===== src/rtl/ad7991_pkg.sv =====
// Shared definitions for the AD7991 I2C target emulation: FSM states,
// default address, config/result field positions and channel helpers.
package ad7991_pkg;

    typedef enum logic [2:0] {
        ST_IDLE,
        ST_ADDR,
        ST_ADDR_ACK,
        ST_WR_DATA,
        ST_WR_ACK,
        ST_RD_DATA,
        ST_RD_ACK,
        ST_IGNORE
    } state_t;

    localparam logic [6:0] AD7991_ADDR_DEFAULT = 7'h28;

    // Channel-enable field inside the config byte (CH3..CH0 at [7:4]).
    localparam int CFG_CH_LSB = 4;
    localparam int CFG_CH_MSB = 7;

    // 16-bit conversion result: {2'b00, channel id, 12-bit data}.
    localparam int RES_CH_LSB   = 12;
    localparam int RES_CH_MSB   = 13;
    localparam int RES_DATA_MSB = 11;

    // Lowest enabled channel; channel 0 when nothing is enabled.
    function automatic logic [1:0] lowest_channel(input logic [3:0] en);
        logic [1:0] low;
        low = 2'd0;
        for (int i = 3; i >= 0; i--) begin
            if (en[i]) low = 2'(i);
        end
        return low;
    endfunction

    // Next enabled channel strictly after cur, wrapping 3->0; channel 0 when none.
    function automatic logic [1:0] next_channel(input logic [1:0] cur, input logic [3:0] en);
        logic [1:0] nxt;
        logic [1:0] cand;
        logic       found;
        nxt   = 2'd0;
        found = 1'b0;
        for (int i = 1; i <= 4; i++) begin
            cand = cur + 2'(i);
            if (!found && en[cand]) begin
                nxt   = cand;
                found = 1'b1;
            end
        end
        return nxt;
    endfunction

    // Build the AD7991 result word for one channel of the packed sample bus.
    function automatic logic [15:0] make_result(input logic [1:0] ch, input logic [47:0] samples);
        logic [11:0] d;
        logic [15:0] res;
        case (ch)
            2'd0: d = samples[11:0];
            2'd1: d = samples[23:12];
            2'd2: d = samples[35:24];
            2'd3: d = samples[47:36];
        endcase
        res = '0;
        res[RES_CH_MSB:RES_CH_LSB] = ch;
        res[RES_DATA_MSB:0]        = d;
        return res;
    endfunction

endpackage


===== src/rtl/i2c_line_cond.sv =====
// Input conditioning for one I2C line: synchroniser, optional glitch filter
// (I2C_GLITCH_FILTER_EN) and registered rise/fall detection.
module i2c_line_cond #(
    parameter int SYNC_STAGES = 2
`ifdef I2C_GLITCH_FILTER_EN
    , parameter int FILTER_LEN = 3
`endif
) (
    input  logic clk,
    input  logic rst_n,
    input  logic pin,
    output logic level,
    output logic rise,
    output logic fall
);

    logic [SYNC_STAGES-1:0] sync_q;
    logic                   clean;
    logic                   clean_q;

    // Metastability synchroniser; an idle I2C line is high, so reset to 1.
    always_ff @(posedge clk or negedge rst_n) begin
        if (!rst_n) begin
            sync_q <= '1;
        end else begin
            // NOTE: non-blocking keeps every stage sampling the previous stage's old value.
            sync_q <= {sync_q[SYNC_STAGES-2:0], pin};
        end
    end

`ifdef I2C_GLITCH_FILTER_EN
    localparam int CNT_W = (FILTER_LEN > 1) ? $clog2(FILTER_LEN) : 1;

    logic [CNT_W-1:0] cnt;
    logic             filt_q;

    // Accept a new line level only after FILTER_LEN consecutive differing samples.
    always_ff @(posedge clk or negedge rst_n) begin
        if (!rst_n) begin
            filt_q <= 1'b1;
            cnt    <= '0;
        end else if (sync_q[SYNC_STAGES-1] == filt_q) begin
            cnt <= '0;
        end else if (cnt == CNT_W'(FILTER_LEN - 1)) begin
            filt_q <= sync_q[SYNC_STAGES-1];
            cnt    <= '0;
        end else begin
            cnt <= cnt + 1'b1;
        end
    end

    assign clean = filt_q;
`else
    assign clean = sync_q[SYNC_STAGES-1];
`endif

    // Registered edge detect; level is the value the edges were taken against.
    always_ff @(posedge clk or negedge rst_n) begin
        if (!rst_n) begin
            clean_q <= 1'b1;
            rise    <= 1'b0;
            fall    <= 1'b0;
        end else begin
            clean_q <= clean;
            rise    <= clean & ~clean_q;
            fall    <= ~clean & clean_q;
        end
    end

    assign level = clean_q;

endmodule


===== src/rtl/ad7991_i2c_target.sv =====
// AD7991 I2C target emulation: address/config decoding and 2-byte conversion
// reads served from sample_data, open-drain SDA through sda_oe.
// Optional glitch filter on SCL/SDA enabled by defining I2C_GLITCH_FILTER_EN.
module ad7991_i2c_target
    import ad7991_pkg::*;
#(
    parameter logic [6:0] I2C_ADDR    = AD7991_ADDR_DEFAULT,
    parameter int         SYNC_STAGES = 2,
`ifdef I2C_GLITCH_FILTER_EN
    parameter int         FILTER_LEN  = 3,
`endif
    parameter logic [7:0] CFG_RESET   = 8'h10
) (
    input  logic        clk,
    input  logic        rst_n,
    input  logic        scl_i,
    input  logic        sda_i,
    output logic        sda_oe,
    input  logic [47:0] sample_data,
    output logic [7:0]  config_out,
    output logic        cfg_wr_pulse,
    output logic        rd_pulse,
    output logic        busy
);

    logic scl_level, scl_rise, scl_fall;
    logic sda_level, sda_rise, sda_fall;

    i2c_line_cond #(
        .SYNC_STAGES(SYNC_STAGES)
`ifdef I2C_GLITCH_FILTER_EN
        , .FILTER_LEN(FILTER_LEN)
`endif
    ) u_scl_cond (
        .clk   (clk),
        .rst_n (rst_n),
        .pin   (scl_i),
        .level (scl_level),
        .rise  (scl_rise),
        .fall  (scl_fall)
    );

    i2c_line_cond #(
        .SYNC_STAGES(SYNC_STAGES)
`ifdef I2C_GLITCH_FILTER_EN
        , .FILTER_LEN(FILTER_LEN)
`endif
    ) u_sda_cond (
        .clk   (clk),
        .rst_n (rst_n),
        .pin   (sda_i),
        .level (sda_level),
        .rise  (sda_rise),
        .fall  (sda_fall)
    );

    state_t      state;
    logic [2:0]  bit_cnt;
    logic [6:0]  shift_q;
    logic        rw;
    logic        ack_phase;   // 1 once SCL has risen inside an ACK bit
    logic        byte_sel;    // 0 = result byte 0 in flight, 1 = byte 1
    logic [1:0]  ch_ptr;
    logic [15:0] result;

    logic        start_evt;
    logic        stop_evt;
    logic [7:0]  cur_byte;
    logic [1:0]  next_ch;
    logic [3:0]  ch_en;

    assign start_evt = sda_fall & scl_level;
    assign stop_evt  = sda_rise & scl_level;
    assign cur_byte  = byte_sel ? result[7:0] : result[15:8];
    assign ch_en     = config_out[CFG_CH_MSB:CFG_CH_LSB];
    assign next_ch   = next_channel(ch_ptr, ch_en);

    // Protocol FSM: bus conditions first, then per-state bit handling.
    always_ff @(posedge clk or negedge rst_n) begin
        if (!rst_n) begin
            state        <= ST_IDLE;
            sda_oe       <= 1'b0;
            config_out   <= CFG_RESET;
            cfg_wr_pulse <= 1'b0;
            rd_pulse     <= 1'b0;
            busy         <= 1'b0;
            bit_cnt      <= '0;
            shift_q      <= '0;
            rw           <= 1'b0;
            ack_phase    <= 1'b0;
            byte_sel     <= 1'b0;
            ch_ptr       <= 2'd0;
            result       <= '0;
        end else begin
            cfg_wr_pulse <= 1'b0;
            rd_pulse     <= 1'b0;
            if (stop_evt) begin
                state  <= ST_IDLE;
                sda_oe <= 1'b0;
                busy   <= 1'b0;
            end else if (start_evt) begin
                state   <= ST_ADDR;
                sda_oe  <= 1'b0;
                bit_cnt <= '0;
            end else begin
                case (state)
                    ST_ADDR: begin
                        if (scl_rise) begin
                            shift_q <= {shift_q[5:0], sda_level};
                            bit_cnt <= bit_cnt + 1'b1;
                            if (bit_cnt == 3'd7) begin
                                if (shift_q == I2C_ADDR) begin
                                    state     <= ST_ADDR_ACK;
                                    rw        <= sda_level;
                                    busy      <= 1'b1;
                                    ack_phase <= 1'b0;
                                end else begin
                                    state <= ST_IGNORE;
                                    busy  <= 1'b0;
                                end
                            end
                        end
                    end
                    ST_ADDR_ACK, ST_WR_ACK: begin
                        if (scl_fall) begin
                            if (!ack_phase) begin
                                sda_oe <= 1'b1;
                            end else begin
                                ack_phase <= 1'b0;
                                bit_cnt   <= '0;
                                if (state == ST_ADDR_ACK && rw) begin
                                    state    <= ST_RD_DATA;
                                    byte_sel <= 1'b0;
                                    sda_oe   <= ~result[15];
                                end else begin
                                    state  <= ST_WR_DATA;
                                    sda_oe <= 1'b0;
                                end
                            end
                        end else if (scl_rise) begin
                            ack_phase <= 1'b1;
                            if (state == ST_ADDR_ACK && rw) result <= make_result(ch_ptr, sample_data);
                        end
                    end
                    ST_WR_DATA: begin
                        if (scl_rise) begin
                            shift_q <= {shift_q[5:0], sda_level};
                            bit_cnt <= bit_cnt + 1'b1;
                            if (bit_cnt == 3'd7) begin
                                config_out   <= {shift_q, sda_level};
                                cfg_wr_pulse <= 1'b1;
                                ch_ptr       <= lowest_channel(shift_q[6:3]);
                                state        <= ST_WR_ACK;
                                ack_phase    <= 1'b0;
                            end
                        end
                    end
                    ST_RD_DATA: begin
                        if (scl_fall) begin
                            if (bit_cnt == 3'd7) begin
                                sda_oe    <= 1'b0;
                                state     <= ST_RD_ACK;
                                ack_phase <= 1'b0;
                            end else begin
                                bit_cnt <= bit_cnt + 1'b1;
                                sda_oe  <= ~cur_byte[3'd6 - bit_cnt];
                            end
                        end
                    end
                    ST_RD_ACK: begin
                        if (scl_rise && !ack_phase) begin
                            if (!sda_level) begin
                                ack_phase <= 1'b1;
                                if (!byte_sel) begin
                                    byte_sel <= 1'b1;
                                end else begin
                                    rd_pulse <= 1'b1;
                                    byte_sel <= 1'b0;
                                    ch_ptr   <= next_ch;
                                    result   <= make_result(next_ch, sample_data);
                                end
                            end else begin
                                rd_pulse <= byte_sel;
                                state    <= ST_IGNORE;
                            end
                        end else if (scl_fall && ack_phase) begin
                            ack_phase <= 1'b0;
                            bit_cnt   <= '0;
                            state     <= ST_RD_DATA;
                            sda_oe    <= ~cur_byte[7];
                        end
                    end
                    default: begin
                        // IDLE and IGNORE: wait for a bus condition with SDA released.
                        sda_oe <= 1'b0;
                    end
                endcase
            end
        end
    end

endmodule

===== config.mk =====
export PLATFORM = sky130hd
export DESIGN_NAME = ad7991_i2c_target
export DESIGN_NICKNAME = d
export VERILOG_FILES = /design/src/rtl/ad7991_pkg.sv /design/src/rtl/i2c_line_cond.sv /design/src/rtl/ad7991_i2c_target.sv
export SDC_FILE = /design/constraint.sdc
export NUM_CORES = 1
export LEC_CHECK = 0
export CAP_MARGIN = 10
export CORE_UTILIZATION = 36
export DETAILED_ROUTE_END_ITERATION = 6
export MAX_ROUTING_LAYER = met4
export SETUP_SLACK_MARGIN = 0.02
export SYNTH_ARGS = -nofsm -noshare
export SYNTH_HDL_FRONTEND = slang
export SYNTH_SLANG_ARGS = --single-unit

===== constraint.sdc =====
create_clock -name clk -period 3.3 [get_ports clk]
set_input_delay 0.66 -clock clk [delete_from_list [all_inputs] [get_ports clk]]
set_output_delay 0.66 -clock clk [all_outputs]
set_load 0.02 [all_outputs]

==> summary.txt <==
Route
  • Vias/cell: ~5.7
  • Via count: 3410
  • DR pass1 iterations: 5
  • # DRC: 0
  • Routed len/inst: about 16 um
  • Post-Route WL: 9656 um
  • ANT nets after route: 0
  • DRT iter0 DRCs: 320

Global routing
  • Vias in the first global route: 3294
  • First-pass GRT wire length: 16520 um
  • Initial antenna violation count: 0
  • Pin count of the biggest net entering global routing: 39
  • GR Overflow Total: 0
  • Total GRT Usage: 18.71%

Power
  • P per Cell Area: ~480 mW/mm^2
  • P_leak: 1.922 nW
  • Comb pwr share: roughly 33%
  • Sw power: 798.7 uW
  • Power Internal: 1.463 mW
  • Seq pwr share: approximately 46%
  • Sw frac: 35.32%
  • IR drop worst, VDD: slightly above 300 uV
  • Clk pwr share: between 20% and 30%
  • Total power: 2.261 mW

Place
  • Placed cell area: 0.004548 mm^2
  • Pre-CTS setup slack: roughly 0.47 ns
  • Port bufs: 63
  • DP HPWL: 6887 um
  • Final Wtd Congestion: roughly 0.9

Setup path
  • Critical-path cell list: inv_1 -> ha_1 -> mux4_2 -> nor3_1 -> nand2_1 -> o221ai_4 -> buf_12 -> nor2b_1 -> buf_4 -> a221oi_1 -> a221o_1
  • Worst setup EP type: flip-flop
  • CP max stage cell: ha_1
  • Startpoint Class: flip-flop
  • Req. time, crit path: approximately 3.5 ns
  • WP data arrival: 3.05 ns
  • Worst R2R Path Depth: 11
  • Largest stage delay, worst path: 0.48 ns
  • Crit Path Category: reg2reg
  • Crit-path max FO: 26

STA
  • Final Hold Vio Count: 0
  • Period utilization: 86.11%
  • RSZ-0062 raised after global routing: no
  • Setup TNS: 0 ns
  • Post-route clock skew: 0.02110 ns
  • Max-slew headroom: 45.17%
  • Finish-stage setup viols: 0
  • Slew Viols, Final: 0
  • Worst setup margin: around 0.46 ns
  • Worst-margin pin slew: 0.8224 ns
  • Min Tclk post-route: 2.842 ns
  • Max Freq: approximately 350 MHz

Synthesis
  • Post-synth EDFFs: 0
  • Post-synth top area share: 30.97%
  • Synth Instances: 404
  • Synth Flop Type: dfrtp_1
  • Mean Syn Cell Area: 9.399 um^2
  • Netlist cell types: 53
  • Top post-synthesis cells by count: 47 x dfrtp_1, 44 x nor2_1, 39 x a21oi_1
  • Most frequent cell after synthesis: dfrtp_1
  • Yosys reg bits: 54
  • Cell Area, Synth: 0.003797 mm^2
  • Synth area leader: dfrtp_1
  • Async set-reset flop share out of synthesis: 100.0%
  • Top cells by area, synth: dfrtp_1 31%, mux2i_1 6.9%, a21oi_1 5.1%
  • Syn nets: 463
  • Post-synthesis sequential area ratio: roughly 36%
  • Synth warn: 0

Finish
  • Sequential cell area: 0.001360 mm^2
  • FILL cells: 1003
  • Area occupied by multi-input gates: between 0.002 and 0.0025 mm^2
  • Layout cells sized above 1: 13.04%
  • Post-layout instance area: 0.004669 mm^2
  • Area Growth Syn to Fin: 22.97%
  • N_diodes: 0
  • Layout Nets: 518

Die
  • # IOs: between 60 and 70
  • Die width: 104.7 um
  • Starting Density: roughly 37%
  • # rows: 37
  • Total core area: 0.01028 mm^2
  • Die area: 0.01096 mm^2
  • Die Ht: 104.7 um

Clocking
  • Root Buffer: clkbuf_8
  • Clock Sinks: 54
  • CTS tree: done
  • # H-tree levels: 2
  • Post-CTS Resized: 0
  • Clk buf depth: 2
  • Worst skew pair latency: roughly 0.31 ns
  • Clk pin slew, worst setup/hold paths: 0.11 ns
  • Post-CTS Setup Inserts: 0
  • Post-CTS Hold Fix Bufs: 0
  • Number of buffers created by CTS: 5

Status
  • Status: complete, no violations

Hold path
  • Hold WC Path Type: in2async

Run
  • Max-cap violations: 0
metrics by stage:
step | util [%] | hold slack [ns] | std cells
detailed placement | 44.25 | 0.3472 | 588
CTS | 45.43 | 0.2645 | 596
floorplan | - | 0.3452 | 404
global placement | 44.25 | 0.3462 | 588
global route | 45.43 | 0.2819 | 596
finish | 45.43 | 0.2557 | 596
registers in the layout, summed over array words and instances (netlist names), 2 cells and up:
name / count
state: 3
u_sda_cond.sync_q: 2
ch_ptr: 2
u_scl_cond.sync_q: 2
result: 14
bit_cnt: 3
shift_q: 7
config_out: 8
metal layers:
metal	vias up	GRT usage, %	part of all wire, %
met1	1664	26.02	48
li1	1645	-	-
met4	0	4.225	0.74
met2	97	28.95	47
met3	4	2.620	4.3
met5	-	-	0
critical path: cells and delay by family, from the launching register on:
| kind | cells | cell delay [ns] |
|---|---|---|
| DFF | 1 | 0.37 |
| buffers and inverters | 3 | 0.50 |
| and+or+nand+nor | 3 | 0.46 |
| muxes | 1 | 0.42 |
| adders and majority gates | 1 | 0.48 |
| AOI/OAI and AO/OA | 3 | 0.49 |
layout make-up:
| type | instances | share of cell area [%] |
|---|---|---|
| sequential | 54 | 29.13 |
| tap | 136 | 3.644 |
| clock buffer | 6 | 1.768 |
| inverter | 19 | 1.527 |
| timing repair buffer | 76 | 15.76 |
| multi-input combinational | 303 | 47.35 |
| clock inverter | 2 | 0.8307 |
cell families (layout without fill, tap and decap cells):
| group | count (synthesis) | in the layout | share of synthesized area, % |
|---|---|---|---|
| multiplexers | 47 | 47 | 14.96 |
| flip-flops | 54 | 54 | 35.82 |
| AO/OA/AOI/OAI | 130 | 130 | 26.29 |
| XOR/XNOR | 1 | 1 | 0.2307 |
| AND/OR/NAND/NOR | 118 | 118 | 14.43 |
| buffers and inverters | 47 | 103 | 5.963 |
| adder cells (fa/ha/maj) | 7 | 7 | 2.306 |
cells in the final DEF (no fill, tap or decap), types with 5 or more instances in the layout:
cell / instances
a222oi_1: 12
nand3_1: 6
o21bai_1: 9
buf_4: 12
o21ai_0: 18
nand2b_1: 5
nor3_1: 23
mux2i_1: 26
a21oi_1: 39
dfrtp_1: 47
clkbuf_8: 6
mux2_2: 15
a221oi_1: 6
dfstp_2: 7
nor2b_1: 11
nor2_1: 44
ha_1: 7
nand2_1: 19
inv_1: 18
a221oi_2: 5
clkdlybuf4s50_1: 62
mux4_2: 5
a221o_1: 8
power groups by stage:
stage	registers (mW)	clock network [mW]	logic [mW]
finish	1.03	0.477	0.751
global route	1.06	0.515	0.842
CTS	1.03	0.494	0.754
detailed placement	1.04	0	0.750
global placement	1.04	0	0.736
floorplan	0.934	0	0.595
path summary, 6_finish.rpt:
check / startpoint / to / slack (ns)
min in group clk: u_scl_cond.sync_q[0] / u_scl_cond.sync_q[1] / 0.36
setup / recovery: ch_ptr[1] / result[0] / 0.46
max in group asynchronous: rst_n / config_out[4] / 2.19
hold reg to reg: u_scl_cond.sync_q[0] / u_scl_cond.sync_q[1] / 0.36
hold / removal: rst_n / result[6] / 0.26
setup reg to reg: ch_ptr[1] / result[0] / 0.46
No activity file was read; power rests on OpenSTA's default activity.
